[src/rtl/gpu_cap_reader.sv]
// gpu_cap_reader: reads a burst of words from a combinational capability table
// into a 4-entry FIFO and streams them out with valid/ready handshaking.
// Optional feature macro: GPU_CAP_RANGE_CHECK_EN. When it is defined, indices
// >= 2 return zero data flagged with oRspError.
`ifndef GPU_WORD
`define GPU_WORD [31:0]
`endif

module gpu_cap_reader (
  input  logic            Clock,
  input  logic            Reset,
  input  logic            iReqValid,
  output logic            oReqReady,
  input  logic [4:0]      iReqAddr,
  input  logic [4:0]      iReqLen,
  output logic [4:0]      oGpuCapabilitesAddr,
  input  logic `GPU_WORD  iGpuCapabilitesData,
  output logic            oRspValid,
  input  logic            iRspReady,
  output logic `GPU_WORD  oRspData,
  output logic            oRspLast,
  output logic            oRspError,
  output logic            oBusy
);

  typedef enum logic [1:0] {IDLE, FETCH, DRAIN} state_t;

  state_t         state_q, state_d;
  logic [4:0]     addr_q, addr_d;
  logic [4:0]     rem_q, rem_d;
  logic [2:0]     count_q, count_d;
  logic [1:0]     wptr_q, wptr_d;
  logic [1:0]     rptr_q, rptr_d;
  logic           rdy_q, rdy_d;
  logic `GPU_WORD fifo_data_q [4];
  logic [3:0]     fifo_last_q;
  logic `GPU_WORD push_data;
  logic           push, pop, accept;

`ifdef GPU_CAP_RANGE_CHECK_EN
  logic           push_err;
  logic [3:0]     fifo_err_q;

  // Only indices 0 and 1 exist; anything beyond returns zero with an error flag.
  always_comb begin
    push_err  = (addr_q >= 5'd2);
    push_data = push_err ? '0 : iGpuCapabilitesData;
  end

  assign oRspError = oRspValid & fifo_err_q[rptr_q];
`else
  assign push_data = iGpuCapabilitesData;
  assign oRspError = 1'b0;
`endif

  // Request handshake is held off until the first clock after reset release.
  assign oReqReady           = rdy_q && (state_q == IDLE);
  assign oRspValid           = (count_q != 3'd0);
  assign oRspData            = oRspValid ? fifo_data_q[rptr_q] : '0;
  assign oRspLast            = oRspValid & fifo_last_q[rptr_q];
  assign oBusy               = (state_q != IDLE) || (count_q != 3'd0);
  assign oGpuCapabilitesAddr = addr_q;

  // FIFO bookkeeping and the IDLE -> FETCH -> DRAIN sequencing.
  always_comb begin
    state_d = state_q;
    addr_d  = addr_q;
    rem_d   = rem_q;
    count_d = count_q;
    wptr_d  = wptr_q;
    rptr_d  = rptr_q;
    rdy_d   = 1'b1;
    accept  = iReqValid && oReqReady;
    pop     = oRspValid && iRspReady;
    push    = (state_q == FETCH) && ((count_q != 3'd4) || pop);

    if (push) wptr_d = wptr_q + 2'd1;
    if (pop)  rptr_d = rptr_q + 2'd1;
    case ({push, pop})
      2'b10:   count_d = count_q + 3'd1;
      2'b01:   count_d = count_q - 3'd1;
      default: count_d = count_q;
    endcase

    case (state_q)
      IDLE: begin
        if (accept) begin
          addr_d  = iReqAddr;
          rem_d   = iReqLen;
          state_d = FETCH;
        end
      end
      FETCH: begin
        if (push) begin
          addr_d = addr_q + 5'd1;
          rem_d  = rem_q - 5'd1;
          if (rem_q == 5'd0) state_d = DRAIN;
        end
      end
      DRAIN: begin
        if (count_d == 3'd0) state_d = IDLE;
      end
      default: state_d = IDLE;
    endcase
  end

  // Control registers; reset discards any in-flight burst by emptying the FIFO.
  always_ff @(posedge Clock or negedge Reset) begin
    if (!Reset) begin
      state_q <= IDLE;
      addr_q  <= '0;
      rem_q   <= '0;
      count_q <= '0;
      wptr_q  <= '0;
      rptr_q  <= '0;
      rdy_q   <= 1'b0;
    end else begin
      state_q <= state_d;
      addr_q  <= addr_d;
      rem_q   <= rem_d;
      count_q <= count_d;
      wptr_q  <= wptr_d;
      rptr_q  <= rptr_d;
      rdy_q   <= rdy_d;
    end
  end

  // FIFO storage; contents are don't-care while the slot is not counted.
  always_ff @(posedge Clock) begin
    if (push) begin
      fifo_data_q[wptr_q] <= push_data;
      fifo_last_q[wptr_q] <= (rem_q == 5'd0);
`ifdef GPU_CAP_RANGE_CHECK_EN
      fifo_err_q[wptr_q]  <= push_err;
`endif
    end
  end

endmodule

[config.mk]
export PLATFORM = sky130hd
export DESIGN_NAME = gpu_cap_reader
export DESIGN_NICKNAME = d
export VERILOG_FILES = /design/src/rtl/gpu_cap_reader.sv
export SDC_FILE = /design/constraint.sdc
export NUM_CORES = 1
export LEC_CHECK = 0
export BUFFER_PORTS_ARGS = -buffer_cell sky130_fd_sc_hd__buf_2
export CORE_MARGIN = 4
export CORE_UTILIZATION = 34
export DETAILED_ROUTE_END_ITERATION = 8
export PLACE_DENSITY = 0.55
export SLEW_MARGIN = 20
export SYNTH_ARGS = -nofsm -noshare
export SYNTH_HDL_FRONTEND = slang
export SYNTH_SLANG_ARGS = --single-unit
[constraint.sdc]
create_clock -name Clock -period 4.8 [get_ports Clock]
set_input_delay 0.96 -clock Clock [delete_from_list [all_inputs] [get_ports Clock]]
set_output_delay 0.96 -clock Clock [all_outputs]
set_load 0.02 [all_outputs]
Yosys cells after proc, flatten, opt, wreduce, memory -nomap -nowiden
Memory sizes are Yosys's and may differ from the RTL's.
Cells that the tools add are included.
{"block": "word_totals", "input_bits": 46, "register_bits": 24, "mem_bits_rw": 128, "elab_cells": 63, "output_inout_bits": 42, "mem_count": 1}
{"name": "fifo_data_q", "words": 4, "word_bits": 32, "rd": 1, "rd_clocked_by_memory_dff": 0, "write_ports": 1, "line_no": "35", "source": "logic `GPU_WORD fifo_data_q [4];"}
{"block": "classes", "n_lt_le_gt_ge": 3, "n_bitwise": 1, "n_addsub": 6, "n_reduce_logical": 15, "muxes": 20, "eq_ne": 9}
{"op": "32-bit two-way mux", "count": 1}
{"op": "5-bit two-way mux", "count": 4}
{"op": "5-bit one-hot mux with 2 select lines", "count": 2}
{"op": "2-bit two-way mux", "count": 4}
{"op": "2-bit by 3-bit less-than comparator with 1-bit output, second input constant", "count": 2}
{"op": "2-bit inequality test, second input constant", "count": 3}
{"op": "2-bit one-hot mux with 3 select lines", "count": 1}
{"op": "3-bit one-hot mux with 2 select lines", "count": 1}
{"op": "5-bit by 1-bit adder with 5-bit output, second input constant", "count": 1}
{"op": "1-bit logical AND", "count": 5}
{"op": "5-bit logical NOT", "count": 1}
{"op": "5-bit by 1-bit subtractor with 5-bit output, second input constant", "count": 1}
{"op": "2-bit by 1-bit adder with 2-bit output, second input constant", "count": 2}
{"op": "4-bit bitwise mux", "count": 1}
{"op": "2-bit by 1-bit equality test with 1-bit output, second input constant", "count": 2}
{"op": "2-bit equality test, second input constant", "count": 2}
{"op": "1-bit two-way mux", "count": 4}
{"op": "4-bit AND reduction", "count": 1}
{"op": "2-bit nonzero test", "count": 2}
{"op": "3-bit by 1-bit adder with 3-bit output, second input constant", "count": 1}
{"op": "3-bit logical NOT", "count": 1}
{"op": "3-bit inequality test, second input constant", "count": 1}
{"op": "3-bit AND reduction", "count": 1}
{"op": "3-bit nonzero test", "count": 1}
{"op": "8 further kinds", "count": 9}

Logic depth before layout (Yosys ltp)
Gate-level depths: netlist (run 1).
{"block": "logic_depth", "word_depth": 9, "mapped_depth": 9, "mapped_depth_nobuf": 7}

Worst setup path after synthesis (run 1)
No wires, ideal clock.
{"block": "synth_path", "path_kind": "in2reg", "from": "input port iRspReady", "to": "memory fifo_data_q[0][0] (netlist bit) (enable)", "stages": 4, "arrival_time_ps": 2235, "setup_time_ps": 393, "n_path_buf": 1, "setup_slack_ps": 2172, "t_required_ps": 4407, "cell_sequence": "buf_2 nor4b_4 nor2_4 and2_1"}
{"block": "synth_via", "elab_chain_cells": 5}
{"element": "start, declared", "line_no": "19", "source": "input logic iRspReady,"}
{"element": "1-bit logical AND", "line_no": "74", "source": "pop = oRspValid && iRspReady;"}
{"element": "1-bit logical OR", "line_no": "75", "source": "push = (state_q == FETCH) && ((count_q != 3'd4) || pop);"}
{"element": "1-bit logical AND", "line_no": "75"}
{"element": "1-bit two-way mux", "line_no": "130", "source": "if (push) begin"}
{"element": "1-bit two-way mux (not written as such)", "line_no": "131", "source": "fifo_data_q[wptr_q] <= push_data;"}
{"element": "end, declared", "line_no": "35"}
Every way passes these cells.

==> results of run 1 <==
## synth_stat cells (all sizes together)
library cell,instances
nand2b,1
a21o,2
edfxtp,132
nand2,11
o22a,1
o21ai,12
nor4,2
xnor2,5
ha,7
a211oi,1
nor2b,3
nor3b,1
conb,2
a22o,1
a31oi,3
o31ai,1
dfrtp,20
mux2i,1
or4b,2
nor4b,1
fa,1
nand4,1
or2,1
nand3,7
inv,8
nand4bb,1
nor3,4
and2,39
o22ai,1
buf,14
clkbuf,5
or3,3
o21a,1
mux4,33
o311ai,1
a21oi,9
a22oi,1
nor2,10
## worst paths after layout
path | startpoint | slack [ns] | to | cells past startpoint
min in group Clock | oGpuCapabilitesAddr[4] | 0.52 | oGpuCapabilitesAddr[4] | 2
worst max-delay path | rptr_q[0] | 1.35 | oRspData[25] | 4
max in group asynchronous | Reset | 3.94 | rptr_q[0] | 1
worst max register to register | count_q[0] | 1.98 | state_q[1] | 8
worst min-delay path | Reset | 0.50 | oGpuCapabilitesAddr[4] | 1
worst min register to register | oGpuCapabilitesAddr[4] | 0.52 | oGpuCapabilitesAddr[4] | 2
## worst reg2reg max path, cell delays in order (launching register included)
cell and delay [ns]:
dfrtp_1 0.44, or3_1 0.41, buf_4 0.38, nand3_1 0.14, fa_1 0.48, nor2b_1 0.18, or4b_1 0.50, o31ai_1 0.08
a21oi_1 0.09
## state kept, by name, summed over array words and instances (netlist names)
register and flops:
fifo_data_q 128, oGpuCapabilitesAddr 5, rem_q 5, fifo_last_q 4, count_q 3, rptr_q 2, state_q 2, wptr_q 2
rdy_q 1
## cells by family after synthesis
logic type	count (synthesis)	synth area share
and+or+nand+nor	87	0.08280
xor gates and xnor gates	5	0.008220
buffers and inverters	27	0.02145
other	2	0.001203
DFF	152	0.7153
muxes	34	0.1207
adders and majority gates	8	0.01724
AOI/OAI and AO/OA	34	0.03308
## per-layer routing
metal  wire length [um]  vias to the layer above
li1                   -                     1529
met1               5120                     1651
met2               6505                       64
met3                535                       15
met4                228                        0
met5                  0                        -
## power breakdown
part	total (W)	switching [W]	internal [W]	leakage [nW]
Clock	0.00132	0.000509	0.000812	0.288
Sequential	0.00219	0.000261	0.00193	1.45
Combinational	0.00205	0.00118	0.000877	0.968
Total	0.00557	0.00195	0.00362	2.71
## layout make-up
cell class / count / area (um2) / share of cell area
Clock buffer: 18 / 429.2 / 0.05741
Tap cell: 229 / 286.5 / 0.03833
Clock inverter: 12 / 152.6 / 0.02042
Antenna cell: 1 / 2.502 / 0.0003347
Timing Repair Buffer: 90 / 460.4 / 0.06159
Multi-Input combinational cell: 170 / 1648 / 0.2204
Inverter: 8 / 30.03 / 0.004017
Sequential cell: 152 / 4467 / 0.5975
## stage by stage
step | total power, W | cells | hold WS, ns | instance area (um2)
final | 0.005567 | 680 | 0.4979 | 7476
after detailed placement | 0.004348 | 649 | 0.5146 | 6892
after floorplan | 0.003676 | 349 | 0.5050 | 6241
after global routing | 0.005944 | 680 | 0.5216 | 7476
after global placement | 0.004311 | 649 | 0.5017 | 6892
after CTS | 0.005683 | 679 | 0.4996 | 7473
==> results by group, run 1 <==
Global route
  • Grt met2 use: 0.2190
  • Global Route Usage Sum: 0.1292
  • Initial antenna violation count: 1
  • Largest net degree at the start of global routing: 35
  • Busiest grt layer: met2
  • GRT met1 Usage: 0.1565
  • Global route total overflow: 0
  • Global-route wire length before repair: about 20000 um
  • Vias in the first global route: between 3000 and 4000
  • Met3 GRT Util: 0.03627

Timing
  • Actual slew at the worst max-slew pin: 0.9622 ns
  • Setup_tns: 0 ns
  • Clock skew: a little over 0.008 ns
  • RSZ-0062 raised after global routing: no
  • Pins Over Slew Limit: 0
  • Hold Violations, Final: 0
  • Fin crit period: between 3 and 4 ns
  • Rel. slew slack: 0.3585
  • Setup violations, final: 0
  • Fin crit share: 0.7182
  • Max Freq: 0.2901 GHz
  • Final worst setup slack: between 1 and 1.5 ns

Synth
  • Post-Syn Instances: between 300 and 400
  • Synth top area share: 0.6351
  • Synth area leaders: edfxtp_1 64%, mux4_2 12%, dfrtp_1 8.0%, and2_1 3.9%, ha_1 1.4%
  • Synth Net Count: ~400
  • Seq/Total Area, Yosys: 0.7153
  • Yosys reg bits: 152
  • Yosys cell types: between 40 and 50
  • Synth area leader: edfxtp_1
  • Syn avg cell area: around 18 um2
  • Post-synthesis instance area: 6241 um2
  • Yosys warns: 0

Routing
  • Vias per cell: about 4.8
  • Drt first pass iters: 4
  • Via count: 3259
  • Initial DRC Count: 130
  • Routed Antenna Nets: 0
  • WL final: around 12000 um
  • DR DRC count: 0
  • Routed wire length per instance: 18.22 um

Placed design
  • Routability cong.: 0.7086
  • Final HPWL DP: approximately 7500 um
  • Place WS: 1.704 ns
  • Buffers on Ports: 86

Cells and area
  • Share of layout cells above drive strength 1: 0.3622
  • Final net count: ~500
  • Most common cell after layout, fill and taps aside: edfxtp_1
  • Fillers: 1686
  • Most frequent cells in the layout: 132 x edfxtp_1, 86 x buf_2, 35 x and2_1
  • Final Util: 0.4148
  • Layout Area Growth over Synthesis: 19.79%

Die
  • IO Pins: 88
  • Die Ht: ~140 um
  • Row cnt: 49
  • Core area: 18020 um2
  • Starting Density: 0.3462
  • Width of the die: roughly 140 um
  • DIE AREA: 20590 um2

Setup path
  • Arrival time worst endpoint: 2.49 ns
  • CP top delay family: flip-flops
  • Buf/Inv on CP: 2
  • CP Class: register to primary output
  • Critical path, cell by cell: buf_4 -> mux4_2 -> and2_1 -> buf_2
  • Crit-path slowest cell: dfrtp_2
  • Worst setup SP type: register
  • CP max stage delay: between 0.8 and 0.9 ns
  • WP data required: approximately 3.8 ns
  • Critical Path End Type: primary output
  • Worst Path Max Fanout: 22

Clocking
  • Clock latency on the worst-skew pair: around 0.42 ns
  • H-tree depth: 4
  • CTS tree: done
  • CTS Hold Bufs: 0
  • Setup Fix Bufs, Post-CTS: 0
  • CTS clk-pin slew, worst paths: around 0.06 ns
  • Clk buf depth: 2
  • Total CTS buffers: 17
  • Num Clock Sinks: between 150 and 200
  • CTS root buf: clkbuf_16
  • Post-CTS Resized: 0

Min path
  • Hold WC Path Type: input pin to async pin

Job
  • Max Cap Viol: 0

Status
  • Status: complete, no violations

Pwr
  • Worst vdd ir: roughly 0.34 mV
  • PwrDens: 744.7 nW/um2
  • Pleak: 2.706 nW
Note: power is estimated with default switching activity, not from simulation.
==> run 2, diff against run 1 <==
clock period = 3.3 ns   (was 4.8 ns; I/O delays follow)
==> run 2 against run 1 <==
Via count grew 0.55%. Global-route usage fell by 0.37 points. Critical path depth unchanged. Critical endpoint is now oRspData[8]. Largest power group is now combinational cells. Highest routed layer unchanged.
==> results by group, run 2 (synthesis gave the netlist of run 1 again) <==
Pwr
  • Comb pwr share: 0.385
  • Clock power frac: 0.236
  • Reg power frac: 0.378
  • NetSw: between 0.002 and 0.003 W
  • Worst vdd ir: 0.4476 mV
  • Switching share of power: 0.3484
  • PwrDens: ~1100 nW/um2
  • Internal power: 0.005275 W
  • Pleak: roughly 2.7 nW

Clocking
  • Setup Fix Bufs, Post-CTS: 0
  • Total CTS buffers: 17
  • Post-CTS Resized: 0
  • CTS clk-pin slew, worst paths: 0.06 ns
  • H-tree depth: 4
  • Clock latency on the worst-skew pair: ~0.4 ns
  • Clk buf depth: 2
  • CTS tree: done
  • CTS Hold Bufs: 0
  • CTS root buf: clkbuf_16
  • Num Clock Sinks: 152

Cells and area
  • Layout Area Growth over Synthesis: 20.01%
  • Antenna Cells: 0
  • Finished Cell Area: 7490 um2
  • Most common cell after layout, fill and taps aside: edfxtp_1
  • Most frequent cells in the layout: 132 x edfxtp_1, 86 x buf_2, 35 x and2_1
  • Final net count: 495
  • Most flops, register: fifo_data_q
  • Share of layout cells above drive strength 1: 0.3620
  • Max reg flops: 128

Timing
  • Clock skew: roughly 0.0095 ns
  • Hold Violations, Final: 0
  • Pins Over Slew Limit: 0
  • Setup violations, final: 0
  • RSZ-0062 raised after global routing: no
  • Setup_tns: 0 ns
  • Actual slew at the worst max-slew pin: approximately 0.95 ns
  • Max Freq: between 0.3 and 0.4 GHz
  • Rel. slew slack: 0.3673
  • Fin crit share: 0.8387
  • Fin crit period: approximately 2.8 ns

Routing
  • Routed Antenna Nets: 0
  • WL final: between 10000 and 15000 um
  • Vias per cell: a little under 5
  • Initial DRC Count: 222
  • DR DRC count: 0
  • Drt first pass iters: 4
  • Routed wire length per instance: ~18 um
  • Via count: approximately 3300

Global route
  • Largest net degree at the start of global routing: 34
  • Global-route wire length before repair: a little under 20000 um
  • Vias in the first global route: approximately 3500
  • Global route total overflow: 0
  • Global Route Usage Sum: 0.1255
  • Initial antenna violation count: 0

Placed design
  • Area post-placement: ~6900 um2
  • Routability cong.: 0.7604
  • Buffers on Ports: 86
  • Final HPWL DP: 7727 um

Setup path
  • CP Class: register to primary output
  • Reg2Reg Depth: 7
  • R2R setup slack: between 0.8 and 0.9 ns
  • WP data required: between 2 and 3 ns
  • Worst Path Max Fanout: 22
  • Critical Path End Type: primary output
  • Critical R2R Launch: count_q[0]
  • Worst flop-to-flop path endpoint: state_q[1]
  • Worst setup SP type: register
  • Arrival time worst endpoint: 2.11 ns

Job
  • Max Cap Viol: 0

Die
  • Starting Density: 0.3462
  • Die Ht: about 140 um
  • Core area: roughly 18000 um2
  • DIE AREA: around 21000 um2
  • Row cnt: 49
  • Width of the die: 143.5 um
  • IO Pins: a little under 90

Status
  • Status: complete, no violations

Min path
  • Hold WC Path Type: input pin to async pin
run 2: final cells by class:
type,instances,area [um2]
clock buffers,18,429.2
fillers,1681,10540
multi-input cells,170,1648
repair buffers,92,475.5
clock inverters,13,153.9
flip-flops and latches,152,4467
well taps,229,286.5
inverters,8,30.03
run 2: metal layers:
layer | part of all wire | GRT usage | vias up
li1 | - | - | 1537
met1 | 0.43 | 0.1554 | 1673
met2 | 0.52 | 0.2112 | 55
met3 | 0.035 | 0.03062 | 12
met4 | 0.015 | 0.05302 | 0
met5 | 0 | 0 | -
run 2: stage by stage:
| stage | instances | hold slack (ns) | utilization | setup slack, ns | power [W] |
|---|---|---|---|---|---|
| after CTS | 682 | 0.1951 | 0.4155 | 0.4674 | 0.008261 |
| after global routing | 682 | 0.2174 | 0.4155 | 0.3814 | 0.008620 |
| after detailed placement | 651 | 0.5497 | 0.3832 | 0.8550 | 0.006330 |
| final | 682 | 0.1981 | 0.4155 | 0.5324 | 0.008096 |
| after global placement | 651 | 0.5009 | 0.3832 | 0.8813 | 0.006277 |
| after floorplan | 349 | 0.3644 | - | 0.8967 | 0.005347 |
run 2: power groups by stage:
stage	Combinational [W]	Clock, W	Sequential, W
2_1_floorplan	0.00232	0	0.00303
3_3_place_gp	0.00320	0	0.00308
3_5_place_dp	0.00322	0	0.00311
4_1_cts	0.00323	0.00195	0.00308
5_1_grt	0.00345	0.00204	0.00313
6_report	0.00312	0.00191	0.00306
run 2: worst max-delay path by stage:
stage	to	cells after the start	start	slack, ns
global route	oRspData[13]	4	rptr_q[0]	0.38
detailed placement	state_q[1]	7	count_q[0]	0.85
CTS	oRspData[8]	4	rptr_q[0]	0.47
finish	oRspData[8]	4	rptr_q[0]	0.53
global placement	fifo_data_q[2][16]	4	iRspReady	0.88
floorplan	state_q[1]	8	count_q[0]	0.90
run 2: worst max-delay path: stages (launching register included):
cell	delay (ns)
dfrtp_2	0.36
buf_4	0.41
mux4_2	0.57
and2_1	0.18
buf_2	0.16
==> run 3, diff against run 2 <==
PLACE_DENSITY = 0.57   (was 0.55)
clock period = 2.3 ns   (was 3.3 ns; I/O delays follow)
==> run 3 against run 2 <==
The flow now finishes with violations (setup timing). Via count up 4.1%. Clock skew down 0.0022 ns. Largest cell class unchanged. Clock power up 43%. Sequential share of layout area down 4.0 points. Largest power group unchanged. Combinational power up 93%. Power up 61%.
==> results by group, run 3 (synthesis gave the netlist of run 1 again) <==
Timing
  • RSZ-0062 raised after global routing: yes
  • Hold Violations, Final: 0
  • Clock skew: about 0.0073 ns
  • Rel. slew slack: 0.5826
  • Final worst setup slack: -0.07334 ns
  • Setup violations, final: 34
  • Max Freq: around 0.42 GHz
  • Actual slew at the worst max-slew pin: about 0.62 ns
  • Pins Over Slew Limit: 0
  • Fin crit share: 1.032
  • Fin crit period: 2.373 ns

Clocking
  • CTS tree: done
  • Total CTS buffers: 17
  • H-tree depth: 4
  • CTS clk-pin slew, worst paths: roughly 0.06 ns
  • CTS root buf: clkbuf_16
  • Clk buf depth: 2
  • Clock latency on the worst-skew pair: 0.42 ns
  • Num Clock Sinks: between 150 and 200

Global route
  • Largest net degree at the start of global routing: 25
  • Global route total overflow: 0
  • Vias in the first global route: around 3800
  • Global-route wire length before repair: between 20000 and 25000 um
  • Global Route Usage Sum: 0.1347
  • Initial antenna violation count: 1

Placed design
  • Routability cong.: 0.7454
  • Final HPWL DP: 8194 um
  • Buffers on Ports: 86
  • Area post-placement: just over 7000 um2

Pwr
  • Switching share of power: 0.3329
  • NetSw: about 0.0043 W
  • Internal power: about 0.0087 W
  • Reg power frac: 0.330
  • Comb pwr share: 0.461
  • Worst vdd ir: between 0.8 and 0.9 mV
  • PwrDens: about 1600 nW/um2
  • Pleak: just under 3 nW
  • Clock power frac: 0.209

Die
  • Starting Density: 0.3462
  • DIE AREA: roughly 21000 um2
  • Core area: roughly 18000 um2
  • Row cnt: between 40 and 50
  • Width of the die: approximately 140 um
  • IO Pins: just under 90
  • Die Ht: between 100 and 150 um

Min path
  • Hold Path Depth: 1
  • Hold WC Path Type: input pin to register
  • Worst hold start: iGpuCapabilitesData[24]
  • Hold EP: fifo_data_q[1][24]

Cells and area
  • Finished Cell Area: 8035 um2
  • Final Util: 0.4458
  • Most flops, register: fifo_data_q
  • Max reg flops: 128
  • Most common cell after layout, fill and taps aside: edfxtp_1
  • Share of layout cells above drive strength 1: 0.4572
  • Final net count: 520
  • Antenna Cells: 0
  • Most frequent cells in the layout: 132 x edfxtp_1, 62 x buf_2, 33 x mux4_2
  • Layout Area Growth over Synthesis: 28.75%

Status
  • Failing checks: setup timing
  • Status: complete, but fails checks

Routing
  • Vias per cell: roughly 4.8
  • DR DRC count: 0
  • Detailed-routed wire length on met2: about 6500 um
  • Top routing layer used: met5
  • Routed wire length per instance: 18.17 um
  • Routed Antenna Nets: 0
  • Initial DRC Count: around 160
  • Drt first pass iters: 4
  • Via count: 3410
  • WL met1: approximately 5700 um
  • DR WL met3: about 530 um
  • WL final: roughly 13000 um

Setup path
  • WP data required: about 1.8 ns
  • CP Class: register to primary output
  • Worst setup SP type: register
  • CP max stage delay: around 0.52 ns
  • Critical Path End Type: primary output
  • Critical path, cell by cell: buf_12 -> buf_12 -> mux4_2 -> and2_4 -> buf_6
  • Worst Path Max Fanout: 7
  • Crit-path slowest cell: mux4_2
  • Critical R2R Launch: count_q[2]
  • Critical Path Most Common Cell: buf_12
  • Reg2Reg Depth: 7
  • Worst flop-to-flop path endpoint: state_q[1]
  • Arrival time worst endpoint: about 1.9 ns
  • R2R setup slack: 0.26 ns

Job
  • Max Cap Viol: 0
run 3: power groups by stage:
stage | combinational, W | clock [W] | sequential [W]
after floorplan | 0.00334 | 0 | 0.00435
after CTS | 0.00624 | 0.00279 | 0.00431
after detailed placement | 0.00500 | 0 | 0.00439
after global placement | 0.00494 | 0 | 0.00432
final | 0.00601 | 0.00273 | 0.00430
after global routing | 0.00653 | 0.00292 | 0.00439
run 3: worst max-delay path by stage:
stage / start / end / cells after the start
detailed placement: iRspReady / state_q[1] / 7
CTS: rptr_q[0] / oRspData[5] / 5
finish: rptr_q[0] / oRspData[26] / 5
floorplan: state_q[1] / state_q[1] / 9
global placement: iRspReady / state_q[1] / 7
global route: rptr_q[0] / oRspData[4] / 4
run 3: critical path, delay by kind of cell (launching register included):
kind / cells / cell delay (ns)
simple gates: 1 / 0.18
mux: 1 / 0.52
buf+inv: 3 / 0.39
flops: 1 / 0.41
run 3: timing repair:
item,CTS,global route
setup endpoints to repair,34,34
hold buffers,1,0
pin swaps,5,1
buffers inserted,9,1
gates cloned,3,0
endpoints found under the hold margin,16,0
resized for setup,79,4
run 3: area by class of cell:
class | count | area [um2]
Sequential cell | 152 | 4468
Multi-Input combinational cell | 170 | 1718
Timing Repair Buffer | 117 | 947.2
Clock buffer | 17 | 425.4
Clock inverter | 15 | 160.2
Fill cell | 1609 | 9990
Inverter | 8 | 30.03
Tap cell | 229 | 286.5
run 3: metrics by stage:
step | total power [W] | TNS, ns | hold slack (ns) | instances | setup WS, ns
after floorplan | 0.007687 | 0 | 0.1644 | 349 | 0.05486
after CTS | 0.01334 | -2.728 | 0.2355 | 709 | -0.1128
after detailed placement | 0.009390 | 0 | 0.4463 | 664 | 0.1316
after global placement | 0.009269 | 0 | 0.4457 | 664 | 0.1820
after global routing | 0.01384 | -4.174 | 0.2366 | 708 | -0.1503
final | 0.01304 | -1.422 | 0.2565 | 708 | -0.07334
run 3: routing by layer:
metal | up-vias | global-route usage
li1 | 1591 | -
met1 | 1743 | 0.1678
met3 | 10 | 0.03927
met5 | - | 0
met4 | 2 | 0.05055
met2 | 64 | 0.2240
